<file path="src/rtl/wb_timer_pkg.sv">
// Shared definitions for the Wishbone timer slave: register map, CTRL bit layout, bus FSM encoding.
// No logic here; latency and backpressure belong to the modules that import it.
package wb_timer_pkg;

    localparam logic [3:0] OFF_CTRL     = 4'd0;
    localparam logic [3:0] OFF_PRESCALE = 4'd1;
    localparam logic [3:0] OFF_RELOAD   = 4'd2;
    localparam logic [3:0] OFF_COUNT    = 4'd3;
    localparam logic [3:0] OFF_STATUS   = 4'd4;

    localparam int CTRL_EN     = 0;
    localparam int CTRL_AR     = 1;
    localparam int CTRL_IE     = 2;
    localparam int STATUS_FLAG = 0;

    localparam logic [1:0] ST_IDLE     = 2'd0;
    localparam logic [1:0] ST_ACK      = 2'd1;
    localparam logic [1:0] ST_WAIT_REL = 2'd2;

    typedef struct packed {
        logic ie;
        logic autoreload;
        logic en;
    } ctrl_t;

endpackage

</file>
<file path="src/rtl/wbt_counter.sv">
// Prescaler plus 8-bit down-counter; raises zero_set when COUNT lands on 0 and stop for one-shot expiry.
// Latency: tick and count update take effect on the edge where the prescaler matches PRESCALE.
// Backpressure: none; load/pre_clr are single-cycle commands from the bus side.
module wbt_counter (
    input  logic       clk,
    input  logic       reset,
    input  logic       en,
    input  logic       autoreload,
    input  logic [7:0] prescale,
    input  logic [7:0] reload,
    input  logic       load,
    input  logic [7:0] load_val,
    input  logic       pre_clr,
    output logic [7:0] count,
    output logic       zero_set,
    output logic       stop
);

    logic [7:0] pre_cnt;
    logic       tick;
    logic [7:0] count_nxt;

    assign tick = en && (pre_cnt == prescale);

    // The reload tick counts as one step of the period, so RELOAD=N gives
    // exactly N ticks between flags and RELOAD=0 flags on every tick.
    always_comb begin
        count_nxt = count;
        zero_set  = 1'b0;
        stop      = 1'b0;
        if (tick) begin
            if (count != 8'd0) begin
                count_nxt = count - 8'd1;
                if (count == 8'd1) begin
                    zero_set = 1'b1;
                    stop     = !autoreload;
                end
            end else if (autoreload) begin
                count_nxt = (reload == 8'd0) ? 8'd0 : reload - 8'd1;
                zero_set  = (reload <= 8'd1);
            end
        end
    end

    always_ff @(posedge clk) begin
        if (reset) begin
            pre_cnt <= 8'd0;
            count   <= 8'd0;
        end else begin
            if (pre_clr) begin
                pre_cnt <= 8'd0;
            end else if (en) begin
                pre_cnt <= tick ? 8'd0 : pre_cnt + 8'd1;
            end

            if (load) begin
                count <= load_val;
            end else begin
                count <= count_nxt;
            end
        end
    end

endmodule

</file>
<file path="src/rtl/wishbone_timer_slave.sv">
// Wishbone slave exposing a prescaled down-counter timer with a maskable interrupt.
// Latency: ack one cycle after select; writes and read data are registered on the select edge.
// Backpressure: one access per strobe; a held strobe parks in WAIT_REL until released.
module wishbone_timer_slave
    import wb_timer_pkg::*;
#(
    parameter logic [7:0] BASE         = 8'hF0,
    parameter logic       AUTOLOAD_DEF = 1'b1
) (
    input  logic        clk,
    input  logic        reset,
    input  logic [11:0] dir,
    input  logic        we,
    input  logic        stb,
    input  logic        cyc,
    input  logic [7:0]  dat_i,
    output logic [7:0]  dat_o,
    output logic        ack,
    output logic        irq
);

    logic [1:0] state;
    logic [1:0] state_nxt;
    logic       rearm_wait;
    ctrl_t      ctrl;
    logic [7:0] prescale;
    logic [7:0] reload;
    logic [7:0] count;
    logic       flag;

    logic       sel;
    logic       access;
    logic       wr;
    logic       rd;
    logic [3:0] off;
    logic       wr_ctrl;
    logic       wr_prescale;
    logic       wr_reload;
    logic       wr_status;
    logic       en_rise;
    logic       cnt_load;
    logic       pre_clr;
    logic [7:0] load_val;
    logic [7:0] rd_data;
    logic       zero_set;
    logic       stop;

    assign sel = cyc && stb && (dir[11:4] == BASE);
    // rearm_wait keeps a strobe that was already high across reset from counting as a new access.
    assign access = (state == ST_IDLE) && sel && !rearm_wait;
    assign off    = dir[3:0];
    assign wr     = access && we;
    assign rd     = access && !we;

    assign wr_ctrl     = wr && (off == OFF_CTRL);
    assign wr_prescale = wr && (off == OFF_PRESCALE);
    assign wr_reload   = wr && (off == OFF_RELOAD);
    assign wr_status   = wr && (off == OFF_STATUS);

    assign en_rise  = wr_ctrl && dat_i[CTRL_EN] && !ctrl.en;
    assign cnt_load = (wr_reload && !ctrl.en) || (en_rise && (count == 8'd0));
    assign load_val = wr_reload ? dat_i : reload;
    assign pre_clr  = (wr_reload && !ctrl.en) || en_rise;

    assign ack = (state == ST_ACK);

    always_comb begin
        state_nxt = state;
        case (state)
            ST_IDLE:     if (access) state_nxt = ST_ACK;
            ST_ACK:      state_nxt = ST_WAIT_REL;
            ST_WAIT_REL: if (!stb || !cyc) state_nxt = ST_IDLE;
            default:     state_nxt = ST_IDLE;
        endcase
    end

    always_comb begin
        rd_data = 8'h00;
        case (off)
            OFF_CTRL:     rd_data = {5'b0, ctrl};
            OFF_PRESCALE: rd_data = prescale;
            OFF_RELOAD:   rd_data = reload;
            OFF_COUNT:    rd_data = count;
            OFF_STATUS:   rd_data = {7'b0, flag};
            default:      rd_data = 8'h00;
        endcase
    end

    always_ff @(posedge clk) begin
        if (reset) begin
            state      <= ST_IDLE;
            rearm_wait <= 1'b1;
            dat_o      <= 8'h00;
        end else begin
            state <= state_nxt;
            if (!stb || !cyc) begin
                rearm_wait <= 1'b0;
            end
            if (rd) begin
                dat_o <= rd_data;
            end
        end
    end

    always_ff @(posedge clk) begin
        if (reset) begin
            ctrl     <= '{ie: 1'b0, autoreload: AUTOLOAD_DEF, en: 1'b0};
            prescale <= 8'd0;
            reload   <= 8'd0;
            flag     <= 1'b0;
            irq      <= 1'b0;
        end else begin
            if (wr_ctrl) begin
                ctrl <= '{ie: dat_i[CTRL_IE], autoreload: dat_i[CTRL_AR], en: dat_i[CTRL_EN]};
            end else if (stop) begin
                ctrl.en <= 1'b0;
            end
            if (wr_prescale) begin
                prescale <= dat_i;
            end
            if (wr_reload) begin
                reload <= dat_i;
            end
            // An expiry in the same cycle as a write-1-to-clear keeps the flag set.
            if (zero_set) begin
                flag <= 1'b1;
            end else if (wr_status && dat_i[STATUS_FLAG]) begin
                flag <= 1'b0;
            end
            irq <= flag && ctrl.ie;
        end
    end

    wbt_counter u_counter (
        .clk        (clk),
        .reset      (reset),
        .en         (ctrl.en),
        .autoreload (ctrl.autoreload),
        .prescale   (prescale),
        .reload     (reload),
        .load       (cnt_load),
        .load_val   (load_val),
        .pre_clr    (pre_clr),
        .count      (count),
        .zero_set   (zero_set),
        .stop       (stop)
    );

endmodule
</file>
<file path="config.mk">
export PLATFORM = sky130hd
export DESIGN_NAME = wishbone_timer_slave
export DESIGN_NICKNAME = d
export VERILOG_FILES = /design/src/rtl/wb_timer_pkg.sv /design/src/rtl/wbt_counter.sv /design/src/rtl/wishbone_timer_slave.sv
export SDC_FILE = /design/constraint.sdc
export NUM_CORES = 1
export LEC_CHECK = 0
export CORE_MARGIN = 8
export CORE_UTILIZATION = 37
export CTS_CLUSTER_DIAMETER = 120
export CTS_CLUSTER_SIZE = 12
export DETAILED_ROUTE_END_ITERATION = 8
export PLACE_DENSITY = 0.55
export SLEW_MARGIN = 10
export SYNTH_ARGS = -nofsm -noshare
export SYNTH_HDL_FRONTEND = slang
export SYNTH_SLANG_ARGS = --single-unit
</file>
<file path="constraint.sdc">
create_clock -name clk -period 3.2 [get_ports clk]
set_clock_uncertainty 0.1 [all_clocks]
set_input_delay 0.64 -clock clk [delete_from_list [all_inputs] [get_ports clk]]
set_output_delay 0.64 -clock clk [all_outputs]
set_load 0.01 [all_outputs]
</file>
# Word-level counts from Yosys, hierarchy flattened
# Cells that the tools add are included.
classes:
  add_sub_neg: 3
  mul: 0
  n_div: 0
  order_cmp: 1
  eq_ne: 11
  shift: 0
  n_mux: 22
  n_bitwise: 0
  n_reduce_logical: 38
ops:
  columns: ["op", "count"]
  rows:
  - ["$mux W8", 7]
  - ["$pmux W8 S5", 1]
  - ["$logic_and A1 B1 Y1", 17]
  - ["$logic_not A8 Y1", 2]
  - ["$sub A8 B1 Y8 const B", 2]
  - ["$mux W1", 11]
  - ["$add A8 B1 Y8 const B", 1]
  - ["$eq A4 B2 Y1 const B", 2]
  - ["$eq A8 B1 Y1 const B", 1]
  - ["$eq A8 B8 Y1", 1]
  - ["$eq A8 B8 Y1 const B", 1]
  - ["$le A8 B1 Y1 const B", 1]
  - ["$reduce_bool A8 Y1", 1]
  - ["$logic_not A1 Y1", 6]
  - ["$pmux W2 S3", 1]
  - ["$reduce_bool A2 Y1", 3]
  - ["$eq A4 B1 Y1 const B", 1]
  - ["$eq A4 B3 Y1 const B", 1]
  - ["$logic_not A4 Y1", 1]
  - ["$mux W2", 2]
  - ["$ne A2 B2 Y1 const B", 2]
  - ["$reduce_and A2 Y1", 2]
  - ["$logic_or A1 B1 Y1", 3]
  - ["$reduce_bool A3 Y1", 1]
  - ["other kinds (4)", 4]
word_totals:
  regBits: 48
  latch_bits: 0
  mem_bits_rw: 0
  romBits: 0
  in_bits: 25
  output_inout_bits: 10
  mem_count: 0

# Logic depth before layout (Yosys ltp)
logic_depth:
  ltp_word: 12
  ltp_mapped: 8

# Hierarchy
# A second synthesis with hierarchy kept.
hier_totals:
  hier_cells: 345
  area_unflattened_um2: 2896.5
by_module_without_submodules:
  columns: ["mod", "n_inst", "cells_each", "area_each_um2", "seq_area_each_um2"]
  rows:
  - ["wishbone_timer_slave", 1, 193, 1619.1, 640.6]
  - ["wbt_counter", 1, 152, 1277.5, 320.3]

# Least setup slack after synthesis
# OpenSTA, ideal clock, no wires.
synth_path:
  path_kind: "in2reg"
  startpoint: "input port dir[5]"
  endpoint: "register u_counter.count[2]"
  setup_ns: 0.117
  arrival_time_ns: 2.108
  setup_slack_ns: 0.874
  cell_stages: 6
  n_path_buf: 1
  path_cell_list: "nor4_4 > nand4_2 > or3_1 > buf_6 > mux2_4 > a32o_1"
synth_between:
  elab_chain_cells: 12
synth_rtl:
  columns: ["element", "line_no", "rtl"]
  rows:
  - ["start: declaration", "wishbone_timer_slave.sv:12", "input logic [11:0] dir,"]
  - ["$eq A8 B8 Y1 *", "wishbone_timer_slave.sv:48", "assign sel = cyc && stb && (dir[11:4] == BASE);"]
  - ["$logic_and A1 B1 Y1 *", "wishbone_timer_slave.sv:48", null]
  - ["$logic_and A1 B1 Y1 * (2 in a row)", "wishbone_timer_slave.sv:50", "assign access = (state == ST_IDLE) && sel && !rearm_wait;"]
  - ["$logic_and A1 B1 Y1 *", "wishbone_timer_slave.sv:52", "assign wr = access && we;"]
  - ["$logic_and A1 B1 Y1", "wishbone_timer_slave.sv:55", "assign wr_ctrl = wr && (off == OFF_CTRL);"]
  - ["$logic_and A1 B1 Y1 (2 in a row)", "wishbone_timer_slave.sv:60", "assign en_rise = wr_ctrl && dat_i[CTRL_EN] && !ctrl.en;"]
  - ["$logic_and A1 B1 Y1", "wishbone_timer_slave.sv:61", "assign cnt_load = (wr_reload && !ctrl.en) || (en_rise && (count == 8'd0));"]
  - ["$logic_or A1 B1 Y1", "wishbone_timer_slave.sv:61", null]
  - ["$reduce_bool A3 Y1 (no line) or $reduce_bool A2 Y1 (tied branches)", null, null]
  - ["$reduce_and A2 Y1 (no line)", null, null]
  - ["end signal: assignment", "wbt_counter.sv:57", "count <= load_val;"]
  - ["end signal: assignment", "wbt_counter.sv:59", "count <= count_nxt;"]
  - ["end: declaration", "wbt_counter.sv:14", "output logic [7:0] count,"]
# Every way passes the cells marked *; elsewhere a longest branch is shown, timed or not.
# A chain may end at the register's enable or synchronous reset.

# Worst setup path in the final report
layout_path:
  startpoint: "register u_counter.count[1]"
  endpoint: "register u_counter.count[3]"
layout_between:
  elab_chain_cells: 5
layout_rtl:
  columns: ["element"]
  rows:
  - ["parallel branches: the longest is 5 deep, another holds $sub A8 B1 Y8"]
# Parallel ways; which one is timed is not known. The select of a mux whose other input is x is not followed.

==> impl_metrics.csv <==
group,metric,value,unit
timing,whs,355,ps
clock_tree,path_clk_slew,90,ps
clock_tree,tritoncts,"yes",
floorplan,core-area,0.00761,mm^2
worst_setup_path,path_cells,"inv_1 -> ha_1 -> or3b_2 -> o32ai_1 -> nand4_1 -> buf_4 -> nor2_1 -> a32o_1",
detailed_routing,wirelength,8060,um
run,cap_violations,0,
clock_tree,cts_root_buf,"clkbuf_8",
outcome,outcome,"finished clean",
worst_setup_path,worstSetupPathDepth,8,
clock_tree,cts_max_level,2,
cells_and_area,drive_above_1_share,11.8,%
timing,final_hold_viol_count,0,
detailed_routing,route.detailed.drc,0,
worst_setup_path,criticalPathCategory,"flip-flop to flip-flop",
timing,fin_tns_setup,0,ps
floorplan,die_h,104,um
timing,final.setup.worst_slack,492,ps
floorplan,die_w,104,um
grt,grt_start_max_net_pins,30,
power,p_leak,0.00146,uW
yosys,synthesis.area,0.00287,mm^2
timing,rsz0062_at_grt,"false",
timing,fin_crit,2710,ps
worst_setup_path,crit_family,"simple AND/OR/NAND/NOR gates",
worst_setup_path,ff2ff_setup_slack,490,ps
grt,grt.overflow.total,0,
timing,slew_viol_final,0,
floorplan,num_rows,32,
worst_setup_path,cp.arrival,2870,ps
yosys,ys_types,57,
detailed_routing,drt_iter0_markers,162,
worst_hold_path,min_path_type,"flip-flop to flip-flop",
worst_setup_path,cp-end-kind,"flip-flop",
worst_setup_path,crit_path_top_delay_cell,"or3b_2",
yosys,yosysWarnings,0,
detailed_routing,wl_per_cell,17.6,um
worst_setup_path,cp.required,3360,ps
placement,place_ws,237,ps
detailed_routing,firstDrtPassIters,4,
worst_setup_path,slowest_delay,550,ps
yosys,syn_inst,319,
yosys,ys_async_sr_fraction,0,%
timing,worstMarginPinSlew,646,ps
timing,fmax,369,MHz
worst_hold_path,worstHoldPathCells,2,
clock_tree,holdBufCountCts,0,
yosys,synth_ff_type,"dfxtp_1",
detailed_routing,final_antenna_net_count,0,
worst_setup_path,crit_start,"u_counter.count[1]",
worst_setup_path,path_max_fanout,7,
clock_tree,worstSkewPairLatency,310,ps
worst_setup_path,crit_buf_inv,2,
cells_and_area,antenna_cells,0,
placement,io_buffers,34,
grt,grt_pass1_wl,13500,um
timing,fin_crit_sh,84.6,%
yosys,synthesis.nets,351,
yosys,synth.yosys.seq_area_share,33.5,%
clock_tree,clock_path_buffers,2,
worst_setup_path,critPathCapture,"u_counter.count[3]",
clock_tree,numCtsBuffers,5,
grt,grt_util_all_layers,15.2,%
yosys,post_synth.cell_area_avg,8.99,um^2
placement,place.gp.congestion,0.852,
cells_and_area,area_growth_syn_to_layout,20.2,%
worst_setup_path,r2r_cells,8,
cells_and_area,layout_commonest_cell,"dfxtp_1",
floorplan,pin_count,35,
floorplan,fp.dieArea,0.0108,mm^2
detailed_routing,via_count,2527,
power,powerDensity,312,mW/mm^2
detailed_routing,vias_per_cell,5.52,
worst_setup_path,r2r-start,"u_counter.count[1]",
clock_tree,clock-sinks,48,
grt,antenna_found_initial,0,
clock_tree,cts_resized,0,
floorplan,start_util,37.7,%
cells_and_area,fin_nets,387,
yosys,synth_edf_count,0,
clock_tree,postCtsSetupBuffers,0,
timing,slew_headroom,56.8,%
grt,grt_pass1_vias,2634,
timing,finalSetupViolCount,0,
cells_and_area,mostFrequentLayoutCells,"dfxtp_1 (48), clkdlybuf4s50_1 (34), nor2_1 (28)",
worst_setup_path,cp-start-kind,"flip-flop",
placement,post-dp-hpwl,6120,um
yosys,ys_ff_latch,48,
worst_setup_path,reg2reg_to,"u_counter.count[3]",
power,vdd_drop_max,0.000157,V
-- power breakdown --
group	total, uW	internal (uW)	switching, uW
clock network	395	175	220
registers	598	598	0.386
logic	81.7	42.1	39.7
-- stage by stage --
stage	area, um^2	power (uW)	instances	util (%)
2_1_floorplan	2870	641	319	-
3_3_place_gp	3350	693	450	44.0
3_5_place_dp	3350	693	450	44.0
4_1_cts	3450	1090	458	45.3
5_1_grt	3450	1110	458	45.3
6_report	3450	1070	458	45.3
-- worst min-delay path, delay by kind of cell, from the launching register on --
kind / cells / cell delay [ps]
flip-flops: 1 / 320
AND/OR/NAND/NOR: 1 / 50
AO/OA/AOI/OAI: 1 / 50
-- sequential cells by signal, indices dropped and copies added (netlist names) --
register           cells
u_counter.pre_cnt      8
dat_o                  8
u_counter.count        8
irq                    1
reload                 8
state                  2
rearm_wait             1
flag                   1
ctrl                   3
prescale               8
-- cell usage after synthesis, drive strengths merged (3+ instances only) --
master,instances,share of area [%]
or4,6,1.7
a21oi,16,2.8
o31ai,4,1.0
clkbuf,13,1.7
o32ai,3,0.92
nor2,28,3.7
a32o,3,1.0
and4,5,1.5
nand4,7,2.0
and2,4,0.87
nand2b,5,1.1
ha,7,3.1
mux2i,15,5.2
o21ai,10,1.7
nor3,6,1.0
nand2,17,2.2
xor2,12,3.7
buf,8,2.0
nand3,14,2.4
nor2b,3,0.65
a22o,5,1.5
o311ai,5,2.4
dfxtp,48,34
a21o,4,1.0
o2111ai,5,1.5
or3,9,2.0
xnor2,7,2.1
nor4,6,2.1
and3,4,0.87
o41ai,3,0.92
inv,8,1.0
nor3b,3,0.79
mux2,8,3.5
-- layer usage --
layer  vias to the layer above  global-route usage, %  share of wire, %
met5                         -                      0                 0
met4                         0                   4.96              0.97
met3                         9                   3.84               4.5
met2                        54                   24.5                46
met1                      1207                   19.2                48
li1                       1257                      -                 -
-- worst min-delay path by stage --
stage | startpoint | endpoint | slack, ps
3_5_place_dp | dat_o[3] | dat_o[3] | 340
6_report | dat_o[3] | dat_o[3] | 360
5_1_grt | dat_o[7] | dat_o[7] | 390
2_1_floorplan | rearm_wait | rearm_wait | 330
3_3_place_gp | dat_o[6] | dat_o[6] | 340
4_1_cts | dat_o[3] | dat_o[3] | 360
-- kinds of logic (layout without fill, tap and decap cells) --
logic type | count (synthesis) | count (layout) | share of synthesized area, %
muxes | 25 | 25 | 10.5
buffers and inverters | 30 | 67 | 4.89
DFF | 48 | 48 | 33.5
adders and majority gates | 7 | 7 | 3.06
xor gates and xnor gates | 19 | 19 | 5.81
and+or+nand+nor | 122 | 122 | 24.4
AOI/OAI and AO/OA | 68 | 68 | 17.8
-- cell type report --
cell class / count / area (um^2)
Fill cell: 753 / 4160
Multi-Input combinational cell: 241 / 1770
Sequential cell: 48 / 961
Timing Repair Buffer: 50 / 460
Tap cell: 102 / 128
Clock buffer: 6 / 82.6
Inverter: 9 / 33.8
Clock inverter: 2 / 15.0
No activity file was read; power rests on OpenSTA's default activity.
